$ cat config.mk
export PLATFORM = sky130hd
export DESIGN_NAME = ifu_fetch_ctrl
export DESIGN_NICKNAME = d
export VERILOG_FILES = /design/src/rtl/ifu_fetch_ctrl.sv
export SDC_FILE = /design/constraint.sdc
export NUM_CORES = 1
export LEC_CHECK = 0
export ABC_CLOCK_PERIOD_IN_PS = 3100
export CAP_MARGIN = 20
export CORE_ASPECT_RATIO = 0.8
export CORE_MARGIN = 4
export CORE_UTILIZATION = 42
export CTS_BUF_LIST = sky130_fd_sc_hd__clkbuf_16
export CTS_CLUSTER_DIAMETER = 200
export CTS_CLUSTER_SIZE = 25
export DETAILED_ROUTE_END_ITERATION = 16
export HOLD_SLACK_MARGIN = 0.02
export PLACE_DENSITY = 0.81
export SYNTH_ARGS = -nofsm -noshare
export SYNTH_HDL_FRONTEND = slang
export SYNTH_SLANG_ARGS = --single-unit
$ cat constraint.sdc
create_clock -name clk -period 3.1 [get_ports clk]
set_input_delay 0.465 -clock clk [delete_from_list [all_inputs] [get_ports clk]]
set_output_delay 0.465 -clock clk [all_outputs]
set_load 0.005 [all_outputs]
$ cat src/rtl/ifu_fetch_ctrl.sv
// Multi-cycle instruction fetch controller: owns the PC, issues one fetch at a time, hands words to decode.
// Optional feature macro: IFU_PERF_CNT_EN adds saturating fetch/stall performance counters.
module ifu_fetch_ctrl #(
  parameter logic [31:0] RESET_PC = 32'h8000_0000,
  parameter int          PERF_W   = 32
) (
  input  logic              clk,
  input  logic              rst,
  output logic              mem_req_valid,
  input  logic              mem_req_ready,
  output logic [31:0]       mem_req_addr,
  input  logic              mem_rsp_valid,
  output logic              mem_rsp_ready,
  input  logic [31:0]       mem_rsp_data,
  input  logic              mem_rsp_err,
  output logic              inst_valid,
  input  logic              inst_ready,
  output logic [31:0]       inst,
  output logic [31:0]       inst_pc,
  output logic              fetch_err,
  input  logic              pc_wen,
  input  logic [31:0]       pc_wdata,
  input  logic              halt,
  output logic [PERF_W-1:0] perf_fetch_cnt,
  output logic [PERF_W-1:0] perf_stall_cnt
);

  typedef enum logic [2:0] {
    IDLE,
    REQ,
    RESP,
    VALID,
    WAIT_PC,
    HALT
  } state_e;

  state_e      state_q, state_d;
  logic [31:0] pc_q, pc_d;
  logic [31:0] inst_q, inst_d;
  logic [31:0] inst_pc_q, inst_pc_d;
  logic        err_q, err_d;
  logic        halt_pend_q, halt_pend_d;
  logic        rsp_fire;

  always_ff @(posedge clk) begin
    if (rst) begin
      state_q     <= IDLE;
      pc_q        <= RESET_PC;
      inst_q      <= '0;
      inst_pc_q   <= RESET_PC;
      err_q       <= 1'b0;
      halt_pend_q <= 1'b0;
    end else begin
      state_q     <= state_d;
      pc_q        <= pc_d;
      inst_q      <= inst_d;
      inst_pc_q   <= inst_pc_d;
      err_q       <= err_d;
      halt_pend_q <= halt_pend_d;
    end
  end

  // A halt seen mid-fetch is remembered so the in-flight word is still delivered before stopping.
  always_comb begin
    state_d     = state_q;
    pc_d        = pc_q;
    inst_d      = inst_q;
    inst_pc_d   = inst_pc_q;
    err_d       = err_q;
    halt_pend_d = halt_pend_q;
    rsp_fire    = 1'b0;
    case (state_q)
      IDLE: begin
        state_d = halt ? HALT : REQ;
      end
      REQ: begin
        if (halt) halt_pend_d = 1'b1;
        if (mem_req_ready) state_d = RESP;
      end
      RESP: begin
        if (halt) halt_pend_d = 1'b1;
        if (mem_rsp_valid) begin
          rsp_fire  = 1'b1;
          inst_d    = mem_rsp_data;
          inst_pc_d = pc_q;
          err_d     = mem_rsp_err;
          state_d   = VALID;
        end
      end
      VALID: begin
        if (inst_ready) begin
          if (halt || halt_pend_q) begin
            halt_pend_d = 1'b1;
            state_d     = WAIT_PC;
          end else if (pc_wen) begin
            pc_d    = pc_wdata;
            state_d = REQ;
          end else begin
            state_d = WAIT_PC;
          end
        end else if (halt) begin
          halt_pend_d = 1'b1;
        end
      end
      WAIT_PC: begin
        if (halt || halt_pend_q) begin
          state_d = HALT;
        end else if (pc_wen) begin
          pc_d    = pc_wdata;
          state_d = REQ;
        end
      end
      HALT: begin
        state_d = HALT;
      end
      default: begin
        state_d = IDLE;
      end
    endcase
  end

  assign mem_req_valid = (state_q == REQ);
  assign mem_req_addr  = pc_q;
  assign mem_rsp_ready = (state_q == RESP);
  assign inst_valid    = (state_q == VALID);
  assign inst          = inst_q;
  assign inst_pc       = inst_pc_q;
  assign fetch_err     = err_q;

`ifdef IFU_PERF_CNT_EN
  logic [PERF_W-1:0] fetch_cnt_q, fetch_cnt_d;
  logic [PERF_W-1:0] stall_cnt_q, stall_cnt_d;

  // Both counters stick at all-ones rather than wrapping.
  always_comb begin
    fetch_cnt_d = fetch_cnt_q;
    stall_cnt_d = stall_cnt_q;
    if (rsp_fire && (fetch_cnt_q != {PERF_W{1'b1}})) fetch_cnt_d = fetch_cnt_q + 1'b1;
    if (((state_q == REQ) || (state_q == RESP)) && (stall_cnt_q != {PERF_W{1'b1}}))
      stall_cnt_d = stall_cnt_q + 1'b1;
  end

  always_ff @(posedge clk) begin
    if (rst) begin
      fetch_cnt_q <= '0;
      stall_cnt_q <= '0;
    end else begin
      fetch_cnt_q <= fetch_cnt_d;
      stall_cnt_q <= stall_cnt_d;
    end
  end

  assign perf_fetch_cnt = fetch_cnt_q;
  assign perf_stall_cnt = stall_cnt_q;
`else
  logic unused_rsp_fire;
  assign unused_rsp_fire = rsp_fire;
  assign perf_fetch_cnt  = '0;
  assign perf_stall_cnt  = '0;
`endif

endmodule
==> metrics.cfg <==
[floorplanning]
die_w_um=123
ios=236
core-area_um2=10300
row_count=33
dieArea_um2=12200
start_util_pct=43.0
die_h_um=99.8

[sta]
slew_headroom_pct=37.1
setup_tns_ns=0
final_hold_viol_count=0
rsz0062_at_grt=no
setup_ws_ns=0.877
period_needed_ns=2.22
skew_ns=0.00689
setup-violations-final=0
holdWs_ns=0.455
finalCritPeriodShare_pct=71.7
maxSlewViolCount=0
clock.fmax_mhz=450
worst_pin_slew_ns=0.943

[placed_design]
port-buffer-count=171
place_hpwl_um=8010
place_congestion=0.819
pre_cts_ws_ns=0.816

[synthesis]
synthFlopType=dfxtp_1
avgSynthCellArea_um2=8.45
ys_ff_latch=101
synth_cells=523
synthMostInstantiatedCell=nand2_1
yosys-top-cells-area=dfxtp_1 (46%), nand2_1 (11%), buf_4 (11%), nand2b_1 (9.1%), a21oi_1 (7.4%)
async_reset_ff_share_pct=0
synth_top_cell_by_area=dfxtp_1
ys_types=32
yosysWarnings=0
synth.top_cells.by_count=nand2_1 (131), dfxtp_1 (101), a21oi_1 (65)
synth_edf_count=0
synth_top_area_share_pct=45.7
ys_seq_area_share_pct=45.7
synth_area_um2=4420

[job]
drv_cap=0

[setup_path]
rr_startpoint=state_q[2]
startpoint_type=flop
ff2ff_path_depth=4
worstPathRequired_ns=2.63
r2r-end=mem_req_addr[26]
r2r_setup_slack_ns=1.09
path_class=reg2out
cp.arrival_ns=1.76
end_kind=primary output
cp_max_fo=12

[final_layout]
diodes=0
final_util_pct=60.5
drive_gt1_share_pct=3.24
fillers=905
nets=746
area_growth_pct=40.7

[clock_network]
numClockSinks=101
clock_latency_ns=0.33
root_buffer=clkbuf_16
hold_buffers=0
clock_path_buffers=2
htree_levels=3
cts_setup_buffers=0
cts_tree=yes
cts-resized-gates=0
clk_pin_slew_ns=0.06
cts_buffers=9

[hold_path]
holdPathStages=2
min-delay-start=inst[13]
hold_path_class=reg2reg
min_delay_worst_endpoint=inst[13]

[detailed_routing]
post-route-drc-count=0
routedWlPerCell_um=13.8
finalWirelength_um=11300
ant_nets=0
vias_per_cell=4.55
initialDrtViolationCount=194
vias=3726
dr.pass1.iters=5

[power_and_ir_drop]
peakVddDrop_uv=328
power.share.switching_pct=24.4
clkPwrFrac_pct=36.4
power.internal_w=0.00207
power_density_nw_per_um2=440
switchingPower_w=0.000668
seq_power_share_pct=50.2
p_comb_share_pct=13.4
p_leak_nw=2.19

[global_route]
grt_pass1_vias=3546
grt-ovfl-total=0
antenna_found_initial=0
grt_max_degree=117
grt.total_usage_pct=17.7
grt_pass1_wl_um=17500

[status]
outcome=finished, final reports clean

flip-flops by register name (all words and copies together) (netlist names):
| register | count |
|---|---|
| mem_req_addr | 32 |
| inst | 32 |
| fetch_err | 1 |
| inst_pc | 32 |
| halt_pend_q | 1 |
| state_q | 3 |
cell usage in the layout (no fill, tap or decap):
cell	instances
a2111o_1	1
a211oi_4	1
a21boi_0	1
a21o_1	1
a21oi_1	65
a22oi_1	1
a311oi_1	1
a32o_1	1
a41oi_1	1
and4bb_2	1
buf_12	1
buf_4	5
clkbuf_16	9
clkdlybuf4s50_1	170
clkinv_1	2
clkinv_2	3
clkinvlp_4	1
conb_1	64
dfxtp_1	101
inv_1	4
mux2i_1	32
nand2_1	131
nand2b_1	64
nand3_1	1
nand3b_1	1
nand4b_1	1
nand4bb_4	1
nor2_1	5
nor2b_1	1
nor3_1	3
o21ai_0	1
o21bai_1	1
o31ai_1	1
or3_1	1
or3b_1	1
per-layer routing:
| layer | share of wire, % | wire length, um | vias to the layer above | GRT usage (%) |
|---|---|---|---|---|
| li1 | - | - | 1847 | - |
| met5 | 0 | 0 | - | 0 |
| met3 | 8.5 | 957 | 21 | 6.08 |
| met4 | 2.1 | 235 | 0 | 6.37 |
| met1 | 42 | 4730 | 1708 | 21.4 |
| met2 | 48 | 5380 | 150 | 29.3 |
power by group through the flow:
| stage | Clock (W) | Sequential, W | Combinational [W] |
|---|---|---|---|
| after floorplan | 0 | 0.00138 | 0.000249 |
| after global placement | 0 | 0.00140 | 0.000355 |
| after detailed placement | 0 | 0.00140 | 0.000363 |
| after CTS | 0.00103 | 0.00137 | 0.000366 |
| after global routing | 0.00109 | 0.00138 | 0.000400 |
| final | 0.000996 | 0.00138 | 0.000367 |
worst max-delay path: stages, from the launching register on:
cell and delay (ns):
dfxtp_1 0.58, inv_1 0.13, nor3_1 0.18, clkdlybuf4s50_1 0.53
worst max-delay path by stage:
| stage | end | cells after the start | slack (ns) | start |
|---|---|---|---|---|
| finish | mem_rsp_ready | 3 | 0.88 | state_q[1] |
| global placement | mem_req_addr[23] | 5 | 0.92 | inst_ready |
| detailed placement | mem_req_addr[18] | 5 | 0.82 | inst_ready |
| floorplan | mem_req_addr[10] | 5 | 1.59 | state_q[1] |
| global route | mem_rsp_ready | 3 | 0.76 | state_q[1] |
| CTS | mem_rsp_ready | 3 | 0.87 | state_q[1] |
cell type report:
| cell class | instances | area [um2] | area share (%) |
|---|---|---|---|
| Clock buffer | 9 | 225 | 3.62 |
| Sequential cell | 101 | 2020 | 32.5 |
| Multi-Input combinational cell | 383 | 2000 | 32.1 |
| Timing Repair Buffer | 176 | 1760 | 28.3 |
| Inverter | 3 | 11.3 | 0.181 |
| Clock inverter | 7 | 33.8 | 0.543 |
| Tap cell | 140 | 175 | 2.82 |
logic make-up after synthesis:
logic type	count (synthesis)	synth area share [%]
simple gates	211	22.4
buf+inv	102	14.9
flops	101	45.7
compound gates	76	9.65
mux	32	7.24
other cells	1	0.0848
through the flow:
stage          instances  total power, W  instance area, um2
2_1_floorplan        586         0.00163                4660
3_5_place_dp         803         0.00177                5960
3_3_place_gp         803         0.00176                5960
6_report             819         0.00274                6220
5_1_grt              819         0.00287                6220
4_1_cts              819         0.00277                6220
No activity file was read; power rests on OpenSTA's default activity.
